<file path="config.mk">
export PLATFORM = sky130hd
export DESIGN_NAME = jtag_uart_av_master
export DESIGN_NICKNAME = d
export VERILOG_FILES = /design/src/rtl/jtag_uart_av_pkg.sv /design/src/rtl/jua_sync_fifo.sv /design/src/rtl/jtag_uart_av_master.sv
export SDC_FILE = /design/constraint.sdc
export NUM_CORES = 1
export LEC_CHECK = 0
export ABC_AREA = 0
export CORE_AREA = 2 2 126 128
export DETAILED_ROUTE_END_ITERATION = 6
export DIE_AREA = 0 0 128 130
export PLACE_DENSITY = 0.92
export SYNTH_ARGS = -nofsm -noshare
export SYNTH_HDL_FRONTEND = slang
export SYNTH_SLANG_ARGS = --single-unit
</file>
<file path="constraint.sdc">
create_clock -name clk -period 6.6 [get_ports clk]
set_input_delay 1.65 -clock clk [delete_from_list [all_inputs] [get_ports clk]]
set_output_delay 1.65 -clock clk [all_outputs]
set_load 0.01 [all_outputs]
</file>
<file path="src/rtl/jtag_uart_av_pkg.sv">
// Shared register map, bit positions and FSM encoding for the JTAG UART
// Avalon-MM master.
package jtag_uart_av_pkg;

  localparam logic ADDR_DATA = 1'b0;
  localparam logic ADDR_CTRL = 1'b1;

  localparam int unsigned RVALID_BIT = 15;

  // WSPACE lives in CONTROL, RAVAIL lives in DATA; both are the upper halfword
  localparam int unsigned WSPACE_MSB = 31;
  localparam int unsigned WSPACE_LSB = 16;
  localparam int unsigned RAVAIL_MSB = 31;
  localparam int unsigned RAVAIL_LSB = 16;

  typedef enum logic [1:0] {
    IDLE,
    WR_DATA,
    RD_CTRL,
    RD_DATA
  } state_t;

endpackage

</file>
<file path="src/rtl/jua_sync_fifo.sv">
// Single-clock FIFO with registered pointers and an occupancy count.
// Push while full and pop while empty are ignored.
module jua_sync_fifo #(
  parameter int unsigned WIDTH = 8,
  parameter int unsigned DEPTH = 16
) (
  input  logic                     clk,
  input  logic                     reset,
  input  logic                     push_i,
  input  logic [WIDTH-1:0]         data_i,
  input  logic                     pop_i,
  output logic [WIDTH-1:0]         data_o,
  output logic                     full_o,
  output logic                     empty_o,
  output logic [$clog2(DEPTH):0]   level_o
);

  localparam int unsigned AW = $clog2(DEPTH);
  localparam logic [AW:0] FULL_LEVEL = (AW+1)'(DEPTH);

  logic [WIDTH-1:0] mem_q [DEPTH];
  logic [AW-1:0]    wr_ptr_q, wr_ptr_d;
  logic [AW-1:0]    rd_ptr_q, rd_ptr_d;
  logic [AW:0]      level_q, level_d;
  logic             push_ok, pop_ok;

  assign full_o  = (level_q == FULL_LEVEL);
  assign empty_o = (level_q == '0);
  assign level_o = level_q;
  assign data_o  = mem_q[rd_ptr_q];

  assign push_ok = push_i && !full_o;
  assign pop_ok  = pop_i && !empty_o;

  always_comb begin
    wr_ptr_d = wr_ptr_q;
    rd_ptr_d = rd_ptr_q;
    level_d  = level_q;
    if (push_ok) wr_ptr_d = wr_ptr_q + AW'(1);
    if (pop_ok)  rd_ptr_d = rd_ptr_q + AW'(1);
    case ({push_ok, pop_ok})
      2'b10:   level_d = level_q + (AW+1)'(1);
      2'b01:   level_d = level_q - (AW+1)'(1);
      default: level_d = level_q;
    endcase
  end

  always_ff @(posedge clk) begin
    if (reset) begin
      wr_ptr_q <= '0;
      rd_ptr_q <= '0;
      level_q  <= '0;
    end else begin
      wr_ptr_q <= wr_ptr_d;
      rd_ptr_q <= rd_ptr_d;
      level_q  <= level_d;
    end
  end

  always_ff @(posedge clk) begin
    if (push_ok) mem_q[wr_ptr_q] <= data_i;
  end

endmodule

</file>
<file path="src/rtl/jtag_uart_av_master.sv">
// Avalon-MM master that feeds TX bytes into a JTAG UART data register when
// WSPACE allows, and polls the same register for RX bytes.
module jtag_uart_av_master
  import jtag_uart_av_pkg::*;
#(
  parameter int unsigned TX_DEPTH    = 16,
  parameter int unsigned POLL_CYCLES = 1024
) (
  input  logic                        clk,
  input  logic                        reset,
  input  logic                        tx_valid,
  input  logic [7:0]                  tx_data,
  output logic                        tx_ready,
  output logic                        rx_valid,
  output logic [7:0]                  rx_data,
  input  logic                        rx_ready,
  output logic [$clog2(TX_DEPTH):0]   tx_level,
  output logic                        av_chipselect,
  output logic                        av_address,
  output logic                        av_read_n,
  output logic                        av_write_n,
  output logic [31:0]                 av_writedata,
  input  logic [31:0]                 av_readdata,
  input  logic                        av_waitrequest
);

  localparam int unsigned PW = $clog2(POLL_CYCLES) + 1;
  localparam logic [PW-1:0] POLL_RELOAD = PW'(POLL_CYCLES - 1);

  state_t        state_q, state_d;
  logic [15:0]   wspace_q, wspace_d;
  logic [15:0]   ravail_q, ravail_d;
  logic [PW-1:0] poll_q, poll_d;
  logic          rx_valid_q, rx_valid_d;
  logic [7:0]    rx_data_q, rx_data_d;
  logic          cs_q, cs_d;
  logic          addr_q, addr_d;
  logic          rd_n_q, rd_n_d;
  logic          wr_n_q, wr_n_d;
  logic [31:0]   wdata_q, wdata_d;

  logic          fifo_full, fifo_empty, fifo_pop, fifo_push;
  logic [7:0]    fifo_dout;
  logic          unused_readdata;

  assign unused_readdata = ^av_readdata[14:8];

  assign tx_ready  = !fifo_full && !reset;
  assign fifo_push = tx_valid && tx_ready;

  jua_sync_fifo #(
    .WIDTH (8),
    .DEPTH (TX_DEPTH)
  ) u_tx_fifo (
    .clk     (clk),
    .reset   (reset),
    .push_i  (fifo_push),
    .data_i  (tx_data),
    .pop_i   (fifo_pop),
    .data_o  (fifo_dout),
    .full_o  (fifo_full),
    .empty_o (fifo_empty),
    .level_o (tx_level)
  );

  always_comb begin
    state_d    = state_q;
    wspace_d   = wspace_q;
    ravail_d   = ravail_q;
    poll_d     = poll_q;
    rx_valid_d = rx_valid_q;
    rx_data_d  = rx_data_q;
    wdata_d    = wdata_q;
    fifo_pop   = 1'b0;

    // Consumer handshake first so a same-cycle load below overrides the clear
    if (rx_valid_q && rx_ready) rx_valid_d = 1'b0;

    case (state_q)
      IDLE: begin
        if (!fifo_empty && wspace_q != '0) begin
          state_d = WR_DATA;
          wdata_d = {24'b0, fifo_dout};
        end else if (!fifo_empty && poll_q == '0) begin
          state_d = RD_CTRL;
        end else if (!rx_valid_q && (ravail_q != '0 || poll_q == '0)) begin
          state_d = RD_DATA;
        end else if (poll_q != '0) begin
          poll_d = poll_q - PW'(1);
        end
      end
      WR_DATA: begin
        if (!av_waitrequest) begin
          fifo_pop = 1'b1;
          wspace_d = wspace_q - 16'd1;
          state_d  = IDLE;
        end
      end
      RD_CTRL: begin
        if (!av_waitrequest) begin
          wspace_d = av_readdata[WSPACE_MSB:WSPACE_LSB];
          poll_d   = POLL_RELOAD;
          state_d  = IDLE;
        end
      end
      RD_DATA: begin
        if (!av_waitrequest) begin
          if (av_readdata[RVALID_BIT]) begin
            rx_data_d  = av_readdata[7:0];
            rx_valid_d = 1'b1;
            ravail_d   = av_readdata[RAVAIL_MSB:RAVAIL_LSB];
          end else begin
            ravail_d = '0;
            poll_d   = POLL_RELOAD;
          end
          state_d = IDLE;
        end
      end
      default: state_d = IDLE;
    endcase

    // Bus strobes are registered copies of the next state, so they drop on
    // the edge after completion and hold steady while stalled.
    cs_d   = (state_d != IDLE);
    addr_d = (state_d == RD_CTRL) ? ADDR_CTRL : ADDR_DATA;
    rd_n_d = !((state_d == RD_CTRL) || (state_d == RD_DATA));
    wr_n_d = (state_d != WR_DATA);
  end

  always_ff @(posedge clk) begin
    if (reset) begin
      state_q    <= IDLE;
      wspace_q   <= '0;
      ravail_q   <= '0;
      poll_q     <= '0;
      rx_valid_q <= 1'b0;
      rx_data_q  <= '0;
      cs_q       <= 1'b0;
      addr_q     <= ADDR_DATA;
      rd_n_q     <= 1'b1;
      wr_n_q     <= 1'b1;
      wdata_q    <= '0;
    end else begin
      state_q    <= state_d;
      wspace_q   <= wspace_d;
      ravail_q   <= ravail_d;
      poll_q     <= poll_d;
      rx_valid_q <= rx_valid_d;
      rx_data_q  <= rx_data_d;
      cs_q       <= cs_d;
      addr_q     <= addr_d;
      rd_n_q     <= rd_n_d;
      wr_n_q     <= wr_n_d;
      wdata_q    <= wdata_d;
    end
  end

  assign rx_valid      = rx_valid_q;
  assign rx_data       = rx_data_q;
  assign av_chipselect = cs_q;
  assign av_address    = addr_q;
  assign av_read_n     = rd_n_q;
  assign av_write_n    = wr_n_q;
  assign av_writedata  = wdata_q;

endmodule
</file>
==> results.toml, run 1 <==
[run_status]
status = "completed"

[detailed_routing]
wire_per_inst_um = 19.5
postRouteAntennaNets = 0
drt_wl_total_mm = 18.9
drt_iter0_drc = 811
dr.pass1.iters = 6
vias = 5885
drc_errors = 0
via_per_inst = 6.05

[sta]
worst_pin_slew_ns = 1.24
min_period_over_period = 0.616
tns_ns = 0
post-route-min-period_ns = 4.07
fmax_ghz = 0.246
skew_ns = 0.0200
relSlewSlack = 0.169
drv_slew = 0
rsz0062_at_grt = "no"
finalSetupViolCount = 0
worst_hold_slack_ns = 0.452
final_hold_viol_count = 0

[setup_path]
r2r_slack_ns = 3.59
rr_worst_depth = 12
start_kind = "input pin"
crit_type = "input pin to output port"
critPathMaxFanout = 2
required_ns = 4.95
crit_arrival_ns = 2.42
r2r_start = "u_tx_fifo.level_o[1]"
r2r-end = "u_tx_fifo.level_o[4]"
cp-end-kind = "output port"

[cells_and_area]
stdcell_count = 972
diodes = 0
synthToLayoutAreaGrowth_pct = 15.1
final_util = 0.667
layout.nets = 821
drive_gt1_frac = 0.101

[die]
ios = 96
start_util = 0.579
core_area_um2 = 15400
dieArea_um2 = 16600
rows = 46
die_x_um = 128
die_h_um = 130

[clocking]
hold_buffers = 0
root_buffer = "clkbuf_16"
clk_latency_ns = 0.52
cts_setup_buffers = 0
cts_num_sinks = 207
clock_path_buffers = 3
htreeDepth = 1
cts_buffers = 22
cts_tree = "built"
cts_resized = 0
clk_pin_slew_ns = 0.06

[synthesis]
synth_common_cells = "edfxtp_1 (128), dfxtp_1 (79), nand2_1 (66)"
yosysSeqAreaShare = 0.607
yosysMostFrequentCell = "edfxtp_1"
yosysWarnings = 0
synth_compound_area_frac = 0.118
syn_inst = 715
synth_edf_count = 128
async_reset_ff_frac = 0
yosys.area.top_type = "edfxtp_1"
synth_top_family_by_area = "compound AO/OA/AOI/OAI gates"
synth_area_leaders = "edfxtp_1 (43%), dfxtp_1 (18%), mux4_2 (8.1%)"
synth_top_cell_area_share = 0.430
ys_types = 66
postSynthAreaPerCell_um2 = 12.5
synthSimpleGateAreaFrac = 0.116
synth-adder-area-share = 0.0154
synthMuxAreaShare = 0.0842
syn_area_um2 = 8930
synth_xor_xnor_area_share = 0.0108
synth_flop_cell = "edfxtp_1"
yosys_register_bits = 207

[worst_hold_path]
min_path_type = "register to register"
min_path_cells = 2
worst_hold_path.endpoint = "rx_data[2]"
hold_start = "rx_data[2]"

[job]
drv_cap = 0

[power_and_ir_drop]
clkPwrFrac = 0.315
finalPower_w = 0.00376
pwr-share-comb = 0.269
peakVddDrop_mv = 0.236
swShare = 0.305
switching_power_w = 0.00115
cellPowerDensity_nw_per_um2 = 366
p_leak_nw = 3.38
intPower_w = 0.00261
sequentialPowerShare = 0.416

[place]
place.detailed.hpwl_mm = 12.1
place_inst = 933
port_buffers = 64
globalplace.congestion = 0.838

[global_route]
overflow = 0
antenna_found_initial = 0
grt_start_max_net_pins = 82
grt_pass1_vias = 5619
grt_usage = 0.231
grt_pass1_wl_mm = 29.8
worst max-delay path: stages:
cell and delay (ns):
buf_2 0.11, a21oi_1 0.11, clkdlybuf4s50_1 0.55
cell usage in the layout (no fill, tap or decap), drive strengths merged, types with 4 or more instances in the layout:
master and count:
edfxtp 128, dfxtp 79, nand2 66, clkdlybuf4s50 63, a21oi 54, nor2 45, mux4 32, clkbuf 27
conb 24, nand3 23, o21ai 22, a22oi 20, nor3 15, a31oi 13, o31ai 12, a21o 12
or4 12, ha 11, inv 11, buf 10, clkinv 9, nor4 8, xor2 7, nand2b 7
a211oi 6, or3 5, nor3b 5, nor2b 4, a22o 4, xnor2 4, or2 4
flip-flops by register name, indices dropped and copies added (netlist names), 5 cells and up:
name and count:
av_writedata 8, poll_q 11, ravail_q 16, rx_data 8, u_tx_fifo.level_o 5, u_tx_fifo.mem_q 128
wspace_q 16
per-stage QoR:
stage,cell area [um2],setup WS (ns)
2_1_floorplan,9020,2.55
3_3_place_gp,9580,2.21
3_5_place_dp,9580,2.16
4_1_cts,10300,2.54
5_1_grt,10300,2.32
6_report,10300,2.53
layout make-up:
type / instances / area [um2]
multi-input cells: 451 / 3170
inverters: 10 / 37.5
fillers: 1086 / 5140
repair buffers: 73 / 703
well taps: 192 / 240
clock inverters: 12 / 133
flip-flops and latches: 207 / 5430
clock buffers: 27 / 569
power by group through the flow:
stage	clock (W)	sequential, W	combinational, W
global placement	0	0.00158	0.000961
global route	0.00126	0.00158	0.00113
CTS	0.00120	0.00156	0.00101
finish	0.00118	0.00156	0.00101
floorplan	0	0.00156	0.000802
detailed placement	0	0.00159	0.000993
kinds of logic (layout without fill, tap and decap cells):
family | count (synthesis) | count (layout)
adders and majority gates | 11 | 11
AOI/OAI and AO/OA | 163 | 163
DFF | 207 | 207
other | 1 | 24
and+or+nand+nor | 207 | 207
buffers and inverters | 80 | 122
muxes | 35 | 35
xor gates and xnor gates | 11 | 11
worst max path at each step:
stage	slack (ns)	depth (start not counted)	from	endpoint
4_1_cts	2.54	3	reset	tx_ready
2_1_floorplan	2.55	12	reset	u_tx_fifo.level_o[4]
3_5_place_dp	2.16	11	av_waitrequest	u_tx_fifo.level_o[4]
6_report	2.53	3	reset	tx_ready
3_3_place_gp	2.21	11	av_waitrequest	u_tx_fifo.level_o[4]
5_1_grt	2.32	11	av_waitrequest	u_tx_fifo.level_o[4]
routing by layer:
layer	global-route usage	share of wire	vias up
met2	0.404	0.50	230
met3	0.0328	0.062	33
met4	0.0659	0.027	0
li1	-	-	2760
met1	0.305	0.41	2862
met5	0	0	-
Note: power is estimated with default switching activity, not from simulation.
==> inputs of run 2 (changes only) <==
--- a/config.mk
+++ b/config.mk
@@ -6,10 +6,10 @@
 export NUM_CORES = 1
 export LEC_CHECK = 0
 export ABC_AREA = 0
-export CORE_AREA = 2 2 126 128
+export CORE_AREA = 2 2 130 132
 export DETAILED_ROUTE_END_ITERATION = 6
-export DIE_AREA = 0 0 128 130
-export PLACE_DENSITY = 0.92
+export DIE_AREA = 0 0 132 134
+export PLACE_DENSITY = 0.88
 export SYNTH_ARGS = -nofsm -noshare
 export SYNTH_HDL_FRONTEND = slang
 export SYNTH_SLANG_ARGS = --single-unit
==> constraint.sdc (replaced) <==
create_clock -name clk -period 4.02 [get_ports clk]
set_input_delay 1.005 -clock clk [delete_from_list [all_inputs] [get_ports clk]]
set_output_delay 1.005 -clock clk [all_outputs]
set_load 0.01 [all_outputs]
==> results.toml, run 2 (synthesis results as in run 1) <==
[run_status]
status = "completed"

[setup_path]
crit_path_end = "u_tx_fifo.level_o[2]"
cp_cell_sequence = "clkdlybuf4s50_1 -> nor3b_1 -> o21a_1 -> ha_1 -> xor2_1 -> ha_1 -> a21oi_1 -> xor2_1 -> or3_1 -> a21oi_1"
critPathMaxFanout = 8
cpMaxStageDelayCell = "clkdlybuf4s50_1"
required_ns = 4.46
rr_worst_depth = 9
r2r_slack_ns = 1.13
cp-end-kind = "register"
slowest_delay_ns = 0.45
crit_start = "av_waitrequest"
start_kind = "input pin"
crit_type = "input pin to register"
r2r-end = "u_tx_fifo.level_o[2]"
r2r_start = "u_tx_fifo.level_o[0]"
crit_arrival_ns = 3.52

[place]
place.detailed.hpwl_mm = 12.6
placed_area_um2 = 9700
port_buffers = 64
globalplace.congestion = 0.810
place_ws_ns = 0.466

[cells_and_area]
layout.nets = 834
final_area_um2 = 10500
fill_cells = 1184
diodes = 0
layout_common_cells = "edfxtp_1 (128), dfxtp_1 (78), nand2_1 (66), clkdlybuf4s50_1 (63), a21oi_1 (54)"
synthToLayoutAreaGrowth_pct = 17.7
regMostFlops = "u_tx_fifo.mem_q"
biggestRegsByFlops = "u_tx_fifo.mem_q x128, ravail_q x16, wspace_q x16"
largest_register_ff_count = 128
final_common_cell = "edfxtp_1"
drive_gt1_frac = 0.128

[worst_hold_path]
min_path_type = "register to register"

[power_and_ir_drop]
switching_power_w = 0.00193
sequentialPowerShare = 0.400
peakVddDrop_mv = 0.520
p_leak_nw = 3.49
swShare = 0.301
intPower_w = 0.00449
pwr-share-comb = 0.258
cellPowerDensity_nw_per_um2 = 611
clkPwrFrac = 0.342

[clocking]
hold_buffers = 0
cts_num_sinks = 207
root_buffer = "clkbuf_16"
htreeDepth = 1
cts_resized = 0
clk_pin_slew_ns = 0.06
cts_tree = "built"
clock_path_buffers = 3
clk_latency_ns = 0.53
cts_buffers = 23
cts_setup_buffers = 0

[detailed_routing]
drt_wl_total_mm = 19.3
wire_per_inst_um = 19.1
via_per_inst = 5.94
vias = 6025
drt_iter0_drc = 554
dr.pass1.iters = 5
postRouteAntennaNets = 0
drc_errors = 0

[sta]
min_period_over_period = 0.765
drv_slew = 0
worst_slack_ns = 0.944
post-route-min-period_ns = 3.08
worst_pin_slew_ns = 0.992
skew_ns = 0.0161
finalSetupViolCount = 0
tns_ns = 0
final_hold_viol_count = 0
rsz0062_at_grt = "no"
relSlewSlack = 0.333
fmax_ghz = 0.325

[global_route]
grt_usage = 0.219
grt_start_max_net_pins = 80
grt_pass1_vias = 5847
overflow = 0
grt_pass1_wl_mm = 30.7
antenna_found_initial = 0

[die]
die_h_um = 134
start_util = 0.548
dieArea_um2 = 17700
rows = 47
core_area_um2 = 16300
die_x_um = 132
ios = 96

[job]
drv_cap = 0
==> run 2: cell count changes in the layout (fill, tap and decap cells not counted), sizes merged <==
| cell | delta |
|---|---|
| inv | +1 |
| bufinv | +1 |
| buf | +12 |
| clkbuf | +3 |
| clkinvlp | +3 |
| clkinv | -5 |
==> run 2: routing by layer <==
metal / GRT usage / vias up / part of all wire
met2: 0.391 / 248 / 0.52
met5: 0 / - / 0
met4: 0.0707 / 0 / 0.029
li1: - / 2799 / -
met1: 0.270 / 2932 / 0.38
met3: 0.0404 / 46 / 0.070
==> run 2: stage by stage <==
stage,total power (W),hold WS (ns),utilization,instances
5_1_grt,0.00675,0.465,0.645,1015
3_3_place_gp,0.00418,0.439,0.596,973
3_5_place_dp,0.00424,0.444,0.596,973
2_1_floorplan,0.00388,0.432,-,738
6_report,0.00642,0.452,0.645,1015
4_1_cts,0.00645,0.453,0.645,1015
==> run 2: cell type report <==
cell class,instances,area [um2],area share
clock inverters,12,156,0.0149
repair buffers,85,793,0.0755
flip-flops and latches,207,5430,0.516
inverters,10,37.5,0.00357
well taps,220,275,0.0262
multi-input cells,451,3170,0.302
clock buffers,30,652,0.0620
==> run 2: how the worst min path moves through the flow <==
stage,to,startpoint,slack [ns],cells past startpoint
after CTS,ravail_q[13],ravail_q[13],0.45,2
after global routing,ravail_q[13],ravail_q[13],0.46,2
final,rx_data[7],rx_data[7],0.45,2
after global placement,ravail_q[6],ravail_q[6],0.44,2
after detailed placement,ravail_q[13],ravail_q[13],0.44,2
after floorplan,ravail_q[13],ravail_q[13],0.43,2
==> run 2: worst max-delay path, delay by kind of cell <==
family / cells / cell delay [ns]
AO/OA/AOI/OAI: 3 / 0.67
AND/OR/NAND/NOR: 2 / 0.60
adder cells (fa/ha/maj): 2 / 0.58
buffers and inverters: 1 / 0.45
XOR/XNOR: 2 / 0.22
==> run 2: power groups by stage <==
| stage | Combinational, W | Sequential [W] | Clock (W) |
|---|---|---|---|
| 2_1_floorplan | 0.00132 | 0.00257 | 0 |
| 3_3_place_gp | 0.00159 | 0.00260 | 0 |
| 3_5_place_dp | 0.00164 | 0.00261 | 0 |
| 4_1_cts | 0.00165 | 0.00256 | 0.00224 |
| 5_1_grt | 0.00184 | 0.00259 | 0.00232 |
| 6_report | 0.00166 | 0.00257 | 0.00220 |
